**config.mk**
```make
export PLATFORM = sky130hd
export DESIGN_NAME = fdiv_seq
export DESIGN_NICKNAME = d
export VERILOG_FILES = /design/src/rtl/fp_pkg.sv /design/src/rtl/fdiv_round.sv /design/src/rtl/fdiv_seq.sv
export SDC_FILE = /design/constraint.sdc
export NUM_CORES = 1
export LEC_CHECK = 0
export ABC_AREA = 1
export CORE_MARGIN = 2
export CORE_UTILIZATION = 35
export DETAILED_ROUTE_END_ITERATION = 12
export HOLD_SLACK_MARGIN = 0.02
export PLACE_DENSITY = 0.58
export SLEW_MARGIN = 5
export SYNTH_ARGS = -nofsm -noshare
export SYNTH_HDL_FRONTEND = slang
export SYNTH_SLANG_ARGS = --single-unit
```
**constraint.sdc**
```tcl
create_clock -name clk_i -period 3.8 [get_ports clk_i]
set_clock_uncertainty 0.15 [all_clocks]
set_input_delay 0.95 -clock clk_i [delete_from_list [all_inputs] [get_ports clk_i]]
set_output_delay 0.95 -clock clk_i [all_outputs]
set_load 0.01 [all_outputs]
```
**src/rtl/fp_pkg.sv**
```systemverilog
// Shared floating-point constants and the divider FSM state type.
// Defaults describe IEEE-754 double precision. EXP_MAX is the largest
// biased exponent (reserved for infinity). EXP_INF is that exponent as a field.
package fp_pkg;
  localparam int EXP_DEF  = 11;
  localparam int MANT_DEF = 52;
  localparam int BIAS_DEF = 1023;
  localparam int EXP_MAX  = (1 << EXP_DEF) - 1;
  localparam logic [EXP_DEF-1:0] EXP_INF = '1;

  typedef enum logic [2:0] {IDLE, LOAD, DIV, ROUND, DONE} state_t;
endpackage

```
**src/rtl/fdiv_round.sv**
```systemverilog
// Combinational round-and-pack stage for the floating-point divider.
// Rounding is round-to-nearest-even.
//   q      in  MANT+2      quotient {integer bit, MANT fraction bits, guard}
//   sticky in  1           nonzero remainder beyond the guard bit
//   e      in  EXP+2 (s)   biased exponent before rounding
//   sign   in  1           result sign
//   word   out DATA_WIDTH  packed result. Overflow saturates to signed infinity.
//                          Underflow flushes to the all-zero word.
module fdiv_round
  import fp_pkg::*;
#(
  parameter int DATA_WIDTH = 64,
  parameter int EXP        = EXP_DEF,
  parameter int MANT       = MANT_DEF
) (
  input  logic [MANT+1:0]        q,
  input  logic                   sticky,
  input  logic signed [EXP+1:0]  e,
  input  logic                   sign,
  output logic [DATA_WIDTH-1:0]  word
);
  localparam logic signed [EXP+1:0] E_MAX  = (EXP+2)'((1 << EXP) - 1);
  localparam logic signed [EXP+1:0] E_ZERO = '0;
  localparam logic signed [EXP+1:0] E_ONE  = (EXP+2)'(1);

  logic              inc;
  logic [MANT+1:0]   sig_r;
  logic signed [EXP+1:0] e_r;

  always_comb begin
    inc   = q[0] & (sticky | q[1]);
    // A carry out of the integer bit means 1.111..1 rounded up to 2.0.
    sig_r = {1'b0, q[MANT+1:1]} + {{(MANT+1){1'b0}}, inc};
    e_r   = sig_r[MANT+1] ? e + E_ONE : e;
    if (e_r >= E_MAX)
      word = {sign, {EXP{1'b1}}, {MANT{1'b0}}};
    else if (e_r <= E_ZERO)
      word = '0;
    else
      word = {sign, e_r[EXP-1:0], sig_r[MANT-1:0]};
  end
endmodule

```
**src/rtl/fdiv_seq.sv**
```systemverilog
// Sequential IEEE-754 divider c = a / b.
// It uses a radix-2 restoring mantissa divider that produces one quotient bit per cycle.
//   clk_i    in  1           clock, rising edge
//   rst_ni   in  1           asynchronous active-low reset
//   valid_i  in  1           a_i/b_i valid (only sampled while ready_o)
//   ready_o  out 1           divider idle and able to accept operands
//   a_i      in  DATA_WIDTH  dividend
//   b_i      in  DATA_WIDTH  divisor
//   valid_o  out 1           c_o holds a result, stable until ready_i
//   ready_i  in  1           consumer accepts c_o
//   c_o      out DATA_WIDTH  quotient {sign, exp, mant}
// Latency from the accept edge to valid_o is MANT+4 cycles.
module fdiv_seq
  import fp_pkg::*;
#(
  parameter int DATA_WIDTH = 64,
  parameter int EXP        = EXP_DEF,
  parameter int MANT       = MANT_DEF,
  parameter int BIAS       = BIAS_DEF
) (
  input  logic                  clk_i,
  input  logic                  rst_ni,
  input  logic                  valid_i,
  output logic                  ready_o,
  input  logic [DATA_WIDTH-1:0] a_i,
  input  logic [DATA_WIDTH-1:0] b_i,
  output logic                  valid_o,
  input  logic                  ready_i,
  output logic [DATA_WIDTH-1:0] c_o
);
  localparam int CNT_W = $clog2(MANT + 2);
  localparam logic [CNT_W-1:0] CNT_LAST = CNT_W'(MANT + 1);
  localparam logic [CNT_W-1:0] CNT_ONE  = CNT_W'(1);
  localparam logic [EXP+1:0]   BIAS_E   = (EXP+2)'(BIAS);
  localparam logic [EXP+1:0]   E_ONE    = (EXP+2)'(1);

  state_t                state;
  logic                  sign;
  logic                  a_zero;
  logic                  b_zero;
  logic [EXP-1:0]        ea;
  logic [EXP-1:0]        eb;
  logic [MANT+1:0]       rem;
  logic [MANT+1:0]       mb;
  logic [MANT+1:0]       q;
  logic [CNT_W-1:0]      cnt;
  logic signed [EXP+1:0] e;

  logic                  lt;
  logic [EXP+1:0]        e_base;
  logic signed [EXP+1:0] e_load;
  logic                  ge;
  logic [MANT+1:0]       rem_sub;
  logic [DATA_WIDTH-1:0] rounded;

  // Normalisation: when ma < mb the dividend is doubled so the quotient lands in [1,2).
  assign lt      = rem < mb;
  assign e_base  = {2'b00, ea} - {2'b00, eb} + BIAS_E;
  assign e_load  = lt ? $signed(e_base - E_ONE) : $signed(e_base);
  assign ge      = rem >= mb;
  assign rem_sub = ge ? rem - mb : rem;

  fdiv_round #(
    .DATA_WIDTH (DATA_WIDTH),
    .EXP        (EXP),
    .MANT       (MANT)
  ) u_round (
    .q      (q),
    .sticky (rem != '0),
    .e      (e),
    .sign   (sign),
    .word   (rounded)
  );

  always_ff @(posedge clk_i or negedge rst_ni) begin
    if (!rst_ni) begin
      state   <= IDLE;
      ready_o <= 1'b1;
      valid_o <= 1'b0;
      c_o     <= '0;
      sign    <= 1'b0;
      a_zero  <= 1'b0;
      b_zero  <= 1'b0;
      ea      <= '0;
      eb      <= '0;
      rem     <= '0;
      mb      <= '0;
      q       <= '0;
      cnt     <= '0;
      e       <= '0;
    end else begin
      case (state)
        IDLE: begin
          if (valid_i && ready_o) begin
            sign    <= a_i[DATA_WIDTH-1] ^ b_i[DATA_WIDTH-1];
            a_zero  <= (a_i == '0);
            b_zero  <= (b_i == '0);
            ea      <= a_i[DATA_WIDTH-2 -: EXP];
            eb      <= b_i[DATA_WIDTH-2 -: EXP];
            // The remainder register is loaded directly with the dividend mantissa.
            rem     <= {2'b01, a_i[MANT-1:0]};
            mb      <= {2'b01, b_i[MANT-1:0]};
            ready_o <= 1'b0;
            state   <= LOAD;
          end
        end
        LOAD: begin
          e     <= e_load;
          if (lt) rem <= rem << 1;
          cnt   <= '0;
          state <= DIV;
        end
        DIV: begin
          rem <= rem_sub << 1;
          q   <= {q[MANT:0], ge};
          cnt <= cnt + CNT_ONE;
          if (cnt == CNT_LAST) state <= ROUND;
        end
        ROUND: begin
          // Specials still run the full iteration count. They override the result here.
          if (a_zero)
            c_o <= '0;
          else if (b_zero)
            c_o <= {sign, {EXP{1'b1}}, {MANT{1'b0}}};
          else
            c_o <= rounded;
          valid_o <= 1'b1;
          state   <= DONE;
        end
        DONE: begin
          if (ready_i) begin
            valid_o <= 1'b0;
            ready_o <= 1'b1;
            state   <= IDLE;
          end
        end
        default: state <= IDLE;
      endcase
    end
  end
endmodule
```
### After elaboration in Yosys (flattened, before gate mapping)

Cells that the tools add are included.

| storage, ports and cells | value |
|---|---|
| register bits | 274 |
| bits in latches | 0 |
| RAM bits | 0 |
| ROM bits | 0 |
| bits of input ports | 132 |
| output and inout bits | 66 |
| word-level logic and storage cells | 71 |
| memories | 0 |

| operators by class | value |
|---|---|
| add/sub/neg operators | 7 |
| $mul | 0 |
| divide/modulo/power cells | 0 |
| order comparisons | 4 |
| equality and inequality tests | 9 |
| shift-type cells | 0 |
| mux-type cells | 20 |
| bitwise gates (word level) | 3 |
| reduce and logical (&&, ||, !) cells | 14 |

Operators with widths:

| kind | number |
|---|---|
| $mux 64 | 4 |
| $pmux 54 s3 | 1 |
| $logic_not 64->1 | 2 |
| $mux 54 | 2 |
| $add 53x1->54 | 1 |
| $ge 54x53->1 | 1 |
| $lt 54x53->1 | 1 |
| $reduce_bool 54->1 | 1 |
| $mux 53 | 1 |
| $sub 53x53->53 | 1 |
| $mux 13 | 2 |
| $pmux 3 s5 | 1 |
| $add 12x11->13 const B | 1 |
| $add 13x2->13 const B | 1 |
| $ge 13x12->1 const B | 1 |
| $le 13x1->1 const B | 1 |
| $sub 13x1->13 const B | 1 |
| $pmux 6 s2 | 1 |
| $sub 11x11->12 | 1 |
| $mux 3 | 3 |
| $reduce_and 3->1 | 3 |
| $ne 2x2->1 const B | 4 |
| $add 6x1->6 const B | 1 |
| $eq 3x2->1 const B | 2 |
| other kinds (13) | 19 |

### Logic depth before layout (Yosys ltp)

Gate-level depths: netlist (run 1).

| logic depth | value |
|---|---|
| depth after elaboration | 10 |
| gate-level depth with buffers | 21 |
| gate-level depth less buffers | 21 |

### Cells and area by module

Synthesis (run 1) repeated with hierarchy kept, for this count alone.

| second synthesis, totals | value |
|---|---|
| cell total of the unflattened synthesis | 3,149 |
| area total of the unflattened synthesis | 20,638.5 sq um |

Modules (own cells, without submodules):

| module | instances | cells an instance | area an instance (sq um) | sequential area each (sq um) |
|---|---|---|---|---|
| fdiv_seq | 1 | 2,553 | 17,702.0 | 6,857.8 |
| fdiv_round | 1 | 596 | 2,936.6 | 0.0 |

### Least setup slack after synthesis (run 1)

No wires, ideal clock.

| timing path | value |
|---|---|
| path type | register to register |
| from | register rem[0] |
| to | register rem[52] |
| setup time | 0.121 ns |
| arrival | 2.546 ns |
| data required time | 3.529 ns |
| slack | 0.983 ns |
| cell stages (with the launch flop) | 18 |
| buffers on the path | 2 |
| clock period less this slack | 2.817 ns |
| cells stage by stage | dfrtp_1 -> inv_1 -> ha_1 -> fa_1 -> o21ai_2 -> nand2_1 -> nand2_1 -> nand4_1 -> nand3_1 -> nand2_1 -> nand2_1 -> nand2_1 -> nand2_1 -> inv_2 -> buf_4 -> buf_2 -> nor2_1 -> a21oi_1 |

| on the way | value |
|---|---|
| longest elaborated chain between the ends | 3 |
| elaborated cells between the ends (all ways) | 7 |
| classes of those cells | 1 x add/sub; 2 x order compare; 1 x eq/ne; 2 x mux; 1 x reduce/logical |

RTL lines:

| element | RTL line | RTL |
|---|---|---|
| start: declaration | fdiv_seq.sv:43 | `logic [MANT+1:0] rem;` |
| start signal: assignment | fdiv_seq.sv:101 | `rem <= {2'b01, a_i[MANT-1:0]};` |
| start signal: assignment | fdiv_seq.sv:109 | `if (lt) rem <= rem << 1;` |
| start signal: assignment | fdiv_seq.sv:114 | `rem <= rem_sub << 1;` |
| $sub 53x53->53 (tied with other cells) | fdiv_seq.sv:61 | `assign rem_sub = ge ? rem - mb : rem;` |
| $mux 53 or $ne 2x2->1 (tied branches) | -- |  |
| $pmux 54 s3 or $reduce_and 3->1 (tied branches) | -- |  |

Several ways; a longest one is shown, not always the timed one.
A chain may end at the register's enable or synchronous reset.

### Worst setup path in the final report (run 1)

| timing path | value |
|---|---|
| from | register rem[0] |
| to | register rem[22] |

Same word-level chain as after synthesis.

==> results of run 1 <==
-- worst max-delay path by stage --
stage | to | slack, ns | cells past startpoint
floorplan | rem[52] | 0.98 | 17
global placement | a_zero | 0.20 | 6
detailed placement | a_zero | 0.21 | 6
CTS | rem[38] | 0.30 | 16
global route | e[2] | 0.05 | 14
finish | rem[22] | 0.32 | 16
-- timing repair --
item | CTS | global route
hold buffers | 0 | 0
endpoints found under the setup margin | 0 | 1
gates resized for setup | 0 | 1
-- cell usage after synthesis (4+ instances only) --
cell | count | area share [%]
o22ai_1 | 34 | 1.1
a22oi_1 | 26 | 1.0
xnor2_1 | 38 | 1.7
o21ai_2 | 31 | 1.4
nand2_2 | 8 | 0.26
nand4_1 | 62 | 2.0
or2_2 | 8 | 0.26
dfrtp_1 | 273 | 35
nand2_1 | 802 | 15
buf_2 | 19 | 0.49
clkbuf_1 | 62 | 1.2
nand3_1 | 222 | 5.7
a21oi_1 | 117 | 3.0
a21o_1 | 12 | 0.46
o21ai_1 | 9 | 0.23
nor2_2 | 7 | 0.22
xor2_1 | 39 | 1.8
o21ai_0 | 221 | 5.7
o21bai_1 | 9 | 0.35
ha_1 | 70 | 4.5
nor3_1 | 39 | 1.0
a21boi_0 | 5 | 0.19
inv_2 | 6 | 0.12
nor2_1 | 316 | 6.1
buf_4 | 4 | 0.15
inv_1 | 380 | 7.3
nor4_1 | 40 | 1.3
-- worst max-delay path, stage by stage, from the launching register on --
cell	delay (ns)
dfrtp_1	0.36
inv_1	0.09
ha_1	0.24
fa_1	0.45
o21ai_2	0.28
nand2_1	0.08
nand2_1	0.16
nand4_1	0.11
nand3_1	0.24
nand2_1	0.23
nand2_1	0.20
inv_2	0.07
nand2_2	0.10
buf_12	0.25
o21ai_0	0.16
nand3_1	0.11
a21oi_1	0.08
-- area by class of cell --
type	instances	area (um2)
multi-input combinational	2147	10800
clock inverter	11	101
sequential	274	6860
inverter	387	1450
clock buffer	51	1030
timing repair buffer	227	2290
tap	748	936
fill	5911	31600
-- cells by family (layout without fill, tap and decap cells) --
| group | count (synthesis) | count (layout) | share of synthesized area [%] |
|---|---|---|---|
| AO/OA/AOI/OAI | 479 | 479 | 14.0 |
| XOR/XNOR | 77 | 77 | 3.46 |
| adder cells (fa/ha/maj) | 72 | 72 | 4.70 |
| buffers and inverters | 480 | 676 | 9.62 |
| flip-flops | 274 | 274 | 35.2 |
| AND/OR/NAND/NOR | 1519 | 1519 | 33.1 |
-- metrics by stage --
stage / cells / hold slack (ns) / setup WS [ns] / utilization, %
after floorplan: 2901 / 0.276 / 0.983 / -
after detailed placement: 3783 / 0.315 / 0.215 / 40.5
final: 3845 / 0.204 / 0.320 / 42.6
after global placement: 3783 / 0.313 / 0.201 / 40.5
after CTS: 3845 / 0.226 / 0.298 / 42.6
after global routing: 3845 / 0.236 / 0.0485 / 42.6
-- flip-flops by register name (all words and copies together), names as in the netlist, 3 cells and up --
register and count:
state 3, cnt 6, ea 11, mb 53, e 13, c_o 64, eb 11, q 54
rem 54
-- power breakdown --
group | internal, mW | switching (mW) | leakage (nW)
combinational | 5.04 | 9.96 | 6.73
clock | 1.89 | 1.39 | 0.548
sequential | 3.94 | 0.690 | 3.48
-- routing by layer --
| metal | vias up | global-route usage, % |
|---|---|---|
| met3 | 108 | 3.23 |
| met5 | - | 0 |
| li1 | 9777 | - |
| met1 | 9265 | 28.8 |
| met2 | 447 | 39.9 |
| met4 | 0 | 7.75 |
==> out/metrics.cfg, run 1 <==
[timing]
hold_violations = 0
relSlewSlack_pct = 17.0
setup_tns_ns = 0
worst_pin_slew_ns = 1.23
maxSlewViolCount = 0
min_period_ns = 3.48
fmax_mhz = 287
setup_viol = 0
rsz0062_at_grt = false
fin_crit_sh_pct = 91.6

[setup_path]
worstPathRequired_ns = 4.08
r2r_end = rem[22]
critPathLaunchType = register
critPathArrivalTime_ns = 3.76
crit_start = rem[0]
reg2reg_slack_ns = 0.32
crit_type = reg -> reg
crit_fanout = 53
reg2reg_from = rem[0]
r2r_cells = 16
end_kind = register

[die]
core_um2 = 55100
dieArea_um2 = 57600
start_util_pct = 35.4
fp.dieH_um = 240
die_width_um = 240
row_count = 86
pin_count = 198

[layout]
drive_above_1_share_pct = 5.30
nNetsFinal = 3276
area_growth_pct = 20.3
n_antenna_cell = 0
layout_common_cells = nand2_1 (800), inv_1 (378), nor2_1 (314), dfrtp_1 (273), nand3_1 (222)
mostFrequentLayoutCell = nand2_1
final_cell_area_um2 = 23500

[route]
dr.max_layer_used = met4
wl_um = 66000
vias = 19597
drtPass1Iterations = 6
route.met2.wl_um = 31800
wl_met3_um = 2730
antenna_left = 0
avgViaCountPerCell = 5.10
m1WireLength_um = 29300
wl_per_cell_um = 17.2
drtIter0Drc = 1187
drc = 0

[synth]
syn_avg_cell_area_um2 = 6.72
synth_ff_type = dfrtp_1
syn-cell-area_um2 = 19500
syn_inst = 2901
syn_nets = 3105
ys_seq_area_share_pct = 35.2
yosysWarnings = 0
yosys_register_bits = 274
async_flop_share_pct = 100
synth_edf_count = 0
synth.distinct_cells = 52

[power]
power.density_nw_per_um2 = 977
p_leak_nw = 10.8
finalPower_mw = 22.9
ir_drop_mv = 0.714

[global_routing]
grt_max_degree = 140
grt_overflow = 0
gr-usage-all-layers_pct = 22.8
grt_pass1_vias = 19467
antenna_found_initial = 0
grt_pass1_wl_um = 104000

[clocking]
clk_latency_ns = 0.56
cts.root.buffer_cell = clkbuf_16
cts.path.max_buffers = 3
clock-sinks = 274
postCtsSetupRepairBufs = 0
cts_buffers = 35
clkSlewWorstSetupHoldPaths_ns = 0.07
cts_tree = built
h-tree-depth = 2

[place]
io_buffers = 197
place_congestion = 0.951
placed_cell_area_um2 = 22300
detailed_place_hpwl_um = 51600

[status]
status = finished clean

[run]
maxCapViolations = 0

[min_path]
hold_path_class = in -> async

(Power assumes the default switching activity.)
==> run 2: changes to the inputs <==
--- a/config.mk
+++ b/config.mk
@@ -9,6 +9,7 @@
 export CORE_MARGIN = 2
 export CORE_UTILIZATION = 35
 export DETAILED_ROUTE_END_ITERATION = 12
+export GPL_TIMING_DRIVEN = 0
 export HOLD_SLACK_MARGIN = 0.02
 export PLACE_DENSITY = 0.58
 export SLEW_MARGIN = 5
==> out/metrics.cfg, run 2 (same netlist as run 1, synthesis figures left out) <==
[status]
status = finished clean

[clocking]
cts_tree = built
clkSlewWorstSetupHoldPaths_ns = 0.06
clock-sinks = 274
postCtsSetupRepairBufs = 0
clk_latency_ns = 0.56
cts.path.max_buffers = 3
hold_buffers = 0
cts.root.buffer_cell = clkbuf_16
h-tree-depth = 2
cts_buffers = 35

[route]
dr.max_layer_used = met4
drtIter0Drc = 1291
avgViaCountPerCell = 5.13
m1WireLength_um = 31700
antenna_left = 0
drtPass1Iterations = 6
route.met2.wl_um = 36600
drc = 0
wl_um = 73400
wl_met3_um = 3190
vias = 20053
wl_per_cell_um = 18.8

[die]
die_width_um = 240
dieArea_um2 = 57600
fp.dieH_um = 240
pin_count = 198
core_um2 = 55100
row_count = 86
start_util_pct = 35.4

[power]
internal_power_mw = 11.0
p_leak_nw = 10.8
p_comb_share_pct = 66.0
power_frac_clock_pct = 14.6
finalPower_mw = 23.7
p_seq_share_pct = 19.4
ir_drop_mv = 0.484
p_sw_mw = 12.7
power.density_nw_per_um2 = 1000
switching_share_pct = 53.6

[timing]
min_period_ns = 3.61
fmax_mhz = 277
hold_violations = 0
setup_viol = 0
setup_tns_ns = 0
rsz0062_at_grt = false
relSlewSlack_pct = 21.5
whs_ns = 0.216
maxSlewViolCount = 0
fin_crit_sh_pct = 94.9
worst_pin_slew_ns = 1.18

[setup_path]
crit_start = rem[0]
r2r_cells = 16
path_buf_inv = 3
crit_fanout = 10
critical-path-top-delay-family = simple AND/OR/NAND/NOR gates
critPathArrivalTime_ns = 3.90
slowest_stage = fa_1
path_depth = 16
reg2reg_from = rem[0]
crit_chain = inv_1, ha_1, fa_1, o21ai_2, nand2_1, nand2_1, nand4_1, nand3_2, nand2_1, nand2_1, inv_2, nand2_4, buf_2, nand3_1, nand2_1, a21oi_1
worstPathRequired_ns = 4.10
slowest_delay_ns = 0.44
crit_type = reg -> reg
cp_common_cell = nand2_1
end_kind = register
critPathLaunchType = register

[place]
placed_cell_area_um2 = 22500
place_congestion = 0.975
detailed_place_hpwl_um = 59600
io_buffers = 197

[global_routing]
grt_overflow = 0
grt_max_degree = 101
antenna_found_initial = 1
gr-usage-all-layers_pct = 25.5
grt_pass1_wl_um = 114000
grt_pass1_vias = 20178

[layout]
area_growth_pct = 21.4
top_register = c_o
mostFrequentLayoutCell = nand2_1
fill_cells = 5847
nNetsFinal = 3339
final_cell_area_um2 = 23700
largest_registers = c_o (64), q (54), rem (54)
drive_above_1_share_pct = 5.16
largest_register_ff_count = 64
layout_common_cells = nand2_1 (800), inv_1 (380), nor2_1 (315), dfrtp_1 (273)

[run]
maxCapViolations = 0

[min_path]
hold_path_class = in -> async

[run 2: changes by cell type in the layout (fill, tap and decap cells not counted), moves of 3 or more]
cell	delta
clkbuf_1	+61
buf_4	-19
buf_2	+18
buf_12	-7
buf_6	+3
bufinv_16	+3
clkbuf_8	-3
[run 2: worst register-to-register path, delay by kind of cell (launching register included)]
kind,cells,cell delay [ns]
buf+inv,3,0.61
flops,1,0.36
simple gates,9,1.39
fa+ha+maj,2,0.68
compound gates,2,0.32
[run 2: layout make-up]
| class | instances | area [um2] | share of cell area (%) |
|---|---|---|---|
| clock buffer | 48 | 985 | 4.16 |
| timing repair buffer | 199 | 2030 | 8.58 |
| inverter | 387 | 1450 | 6.14 |
| sequential | 274 | 6860 | 29.0 |
| antenna | 1 | 2.50 | 0.0106 |
| multi-input combinational | 2147 | 10800 | 45.6 |
| clock inverter | 13 | 188 | 0.793 |
| tap | 748 | 936 | 3.95 |
| buffer | 91 | 415 | 1.75 |
[run 2: worst paths after layout]
kind | slack (ns) | end
worst max register to register | 0.19 | rem[48]
worst min-delay path | 0.22 | eb[5]
min in group clk_i | 0.33 | c_o[19]
worst min register to register | 0.33 | c_o[19]
max in group asynchronous | 1.98 | c_o[10]
worst max-delay path | 0.19 | rem[48]
[run 2: repair_timing]
action	in CTS	in global routing
resized for setup	6	7
pin swaps	0	0
setup endpoints to repair	55	31
[run 2: stage by stage]
stage,setup WS (ns),std cells,util [%]
floorplan,0.983,2901,-
global placement,-10.67,3846,40.7
detailed placement,-0.297,3848,40.8
CTS,0.0533,3909,43.0
global route,0.00450,3907,43.0
finish,0.194,3908,43.0
[run 2: power groups by stage]
stage / logic (mW) / registers [mW] / clock network [mW]
after floorplan: 10.6 / 4.50 / 0
after global placement: 15.4 / 4.63 / 0
after detailed placement: 15.5 / 4.64 / 0
after CTS: 15.6 / 4.60 / 3.53
after global routing: 17.5 / 4.72 / 3.64
final: 15.7 / 4.61 / 3.45
[run 2: metal layers]
layer  GRT usage [%]  vias up
met5               0        -
met4            7.81        0
met3            3.05       97
met2            45.4      499
met1            32.3     9539
li1                -     9918
==> run 3: changes to the inputs <==
--- a/config.mk
+++ b/config.mk
@@ -6,7 +6,7 @@
 export NUM_CORES = 1
 export LEC_CHECK = 0
 export ABC_AREA = 1
-export CORE_MARGIN = 2
+export CORE_MARGIN = 4
 export CORE_UTILIZATION = 35
 export DETAILED_ROUTE_END_ITERATION = 12
 export GPL_TIMING_DRIVEN = 0
==> out/metrics.cfg, run 3 (same netlist as run 1, synthesis figures left out) <==
[status]
status = finished clean

[layout]
nNetsFinal = 3338
top_register = c_o
fill_cells = 5909
area_growth_pct = 21.1
drive_above_1_share_pct = 5.01
largest_registers = c_o (64), q (54), rem (54)
mostFrequentLayoutCell = nand2_1
layout_common_cells = nand2_1 (800), inv_1 (380), nor2_1 (316), dfrtp_1 (273)
largest_register_ff_count = 64
instances_no_fill = 3903
n_antenna_cell = 0

[setup_path]
crit_type = reg -> reg
worstPathRequired_ns = 4.09
reg2reg_from = rem[37]
critPathArrivalTime_ns = 3.88
critPathLaunchType = register
crit_fanout = 10
crit_start = rem[37]
end_kind = register

[clocking]
postCtsSetupRepairBufs = 0
clkSlewWorstSetupHoldPaths_ns = 0.06
cts.root.buffer_cell = clkbuf_16
clk_latency_ns = 0.57
cts.path.max_buffers = 3
cts_buffers = 34
hold_buffers = 0
clock-sinks = 274
h-tree-depth = 2
cts_tree = built

[route]
drc = 0
wl_per_cell_um = 18.7
drtPass1Iterations = 7
avgViaCountPerCell = 5.11
antenna_left = 0
wl_um = 73000
drtIter0Drc = 1361
vias = 19933

[timing]
whs_ns = 0.227
min_period_ns = 3.59
maxSlewViolCount = 0
fmax_mhz = 279
rsz0062_at_grt = false
relSlewSlack_pct = 22.8
fin_crit_sh_pct = 94.4
setup_viol = 0
hold_violations = 0
setup_tns_ns = 0
setup_ws_ns = 0.212
worst_pin_slew_ns = 1.16

[place]
dp.cells = 3848
detailed_place_hpwl_um = 59100
place_congestion = 0.977
dpl_worst_slack_ns = -0.231
io_buffers = 197

[global_routing]
grt_max_degree = 109
antenna_found_initial = 0
grt_pass1_wl_um = 114000
grt_pass1_vias = 20056
gr-usage-all-layers_pct = 24.1
grt_overflow = 0

[power]
ir_drop_mv = 0.378
power.density_nw_per_um2 = 992
p_leak_nw = 10.8

[die]
die_width_um = 244
fp.dieH_um = 244
start_util_pct = 35.4
row_count = 86
dieArea_um2 = 59500
core_um2 = 55100
pin_count = 198

[run]
maxCapViolations = 0

[min_path]
hold_path_class = in -> async

[run 3: repair_timing]
action                                  in CTS  in global routing
gates resized for setup                      5                  7
pin swaps                                    0                  1
endpoints found under the setup margin      49                 48
[run 3: worst paths after layout]
path	endpoint	slack, ns	cells after the start
max	rem[32]	0.21	12
min reg2reg	mb[52]	0.33	2
max in group asynchronous	rem[36]	1.87	3
min	eb[5]	0.23	1
max reg2reg	rem[32]	0.21	12
min in group clk_i	mb[52]	0.33	2
[run 3: layout make-up]
cell class                 count  area (um2)  area share, %
buffer                        91         415           1.76
clock buffer                  46         946           4.01
clock inverter                11         159          0.673
inverter                     387        1450           6.15
multi-input combinational   2147       10800           45.8
sequential                   274        6860           29.1
tap                          748         936           3.97
timing repair buffer         199        2030           8.61
[run 3: layer usage]
metal / track usage [%] / share of wire [%] / wire [um]
met5: 0 / 0 / 0
met1: 30.6 / 43 / 31500
met4: 7.02 / 2.9 / 2110
met2: 43.1 / 50 / 36100
met3: 3.15 / 4.5 / 3250
[run 3: where the power goes]
part | internal [mW] | switching [mW] | total [mW]
logic | 5.05 | 10.5 | 15.5
clock network | 1.90 | 1.38 | 3.28
registers | 3.94 | 0.665 | 4.61
[run 3: per-stage QoR]
stage / area (um2) / utilization, % / power, mW
2_1_floorplan: 19500 / - / 15.1
3_3_place_gp: 22400 / 40.7 / 19.9
3_5_place_dp: 22500 / 40.8 / 20.0
4_1_cts: 23600 / 42.8 / 23.4
5_1_grt: 23600 / 42.8 / 25.7
6_report: 23600 / 42.8 / 23.4
[run 3: worst max-delay path, stage by stage, from the launching register on]
cell and delay [ns]:
dfrtp_1 0.39, ha_1 0.37, a21oi_1 0.24, o21ai_0 0.23, a21oi_1 0.28, nand2_1 0.19, a21oi_2 0.35, nand2_1 0.19
inv_2 0.22, clkbuf_1 0.51, nand3_1 0.15, nand3_1 0.12, a21oi_1 0.07
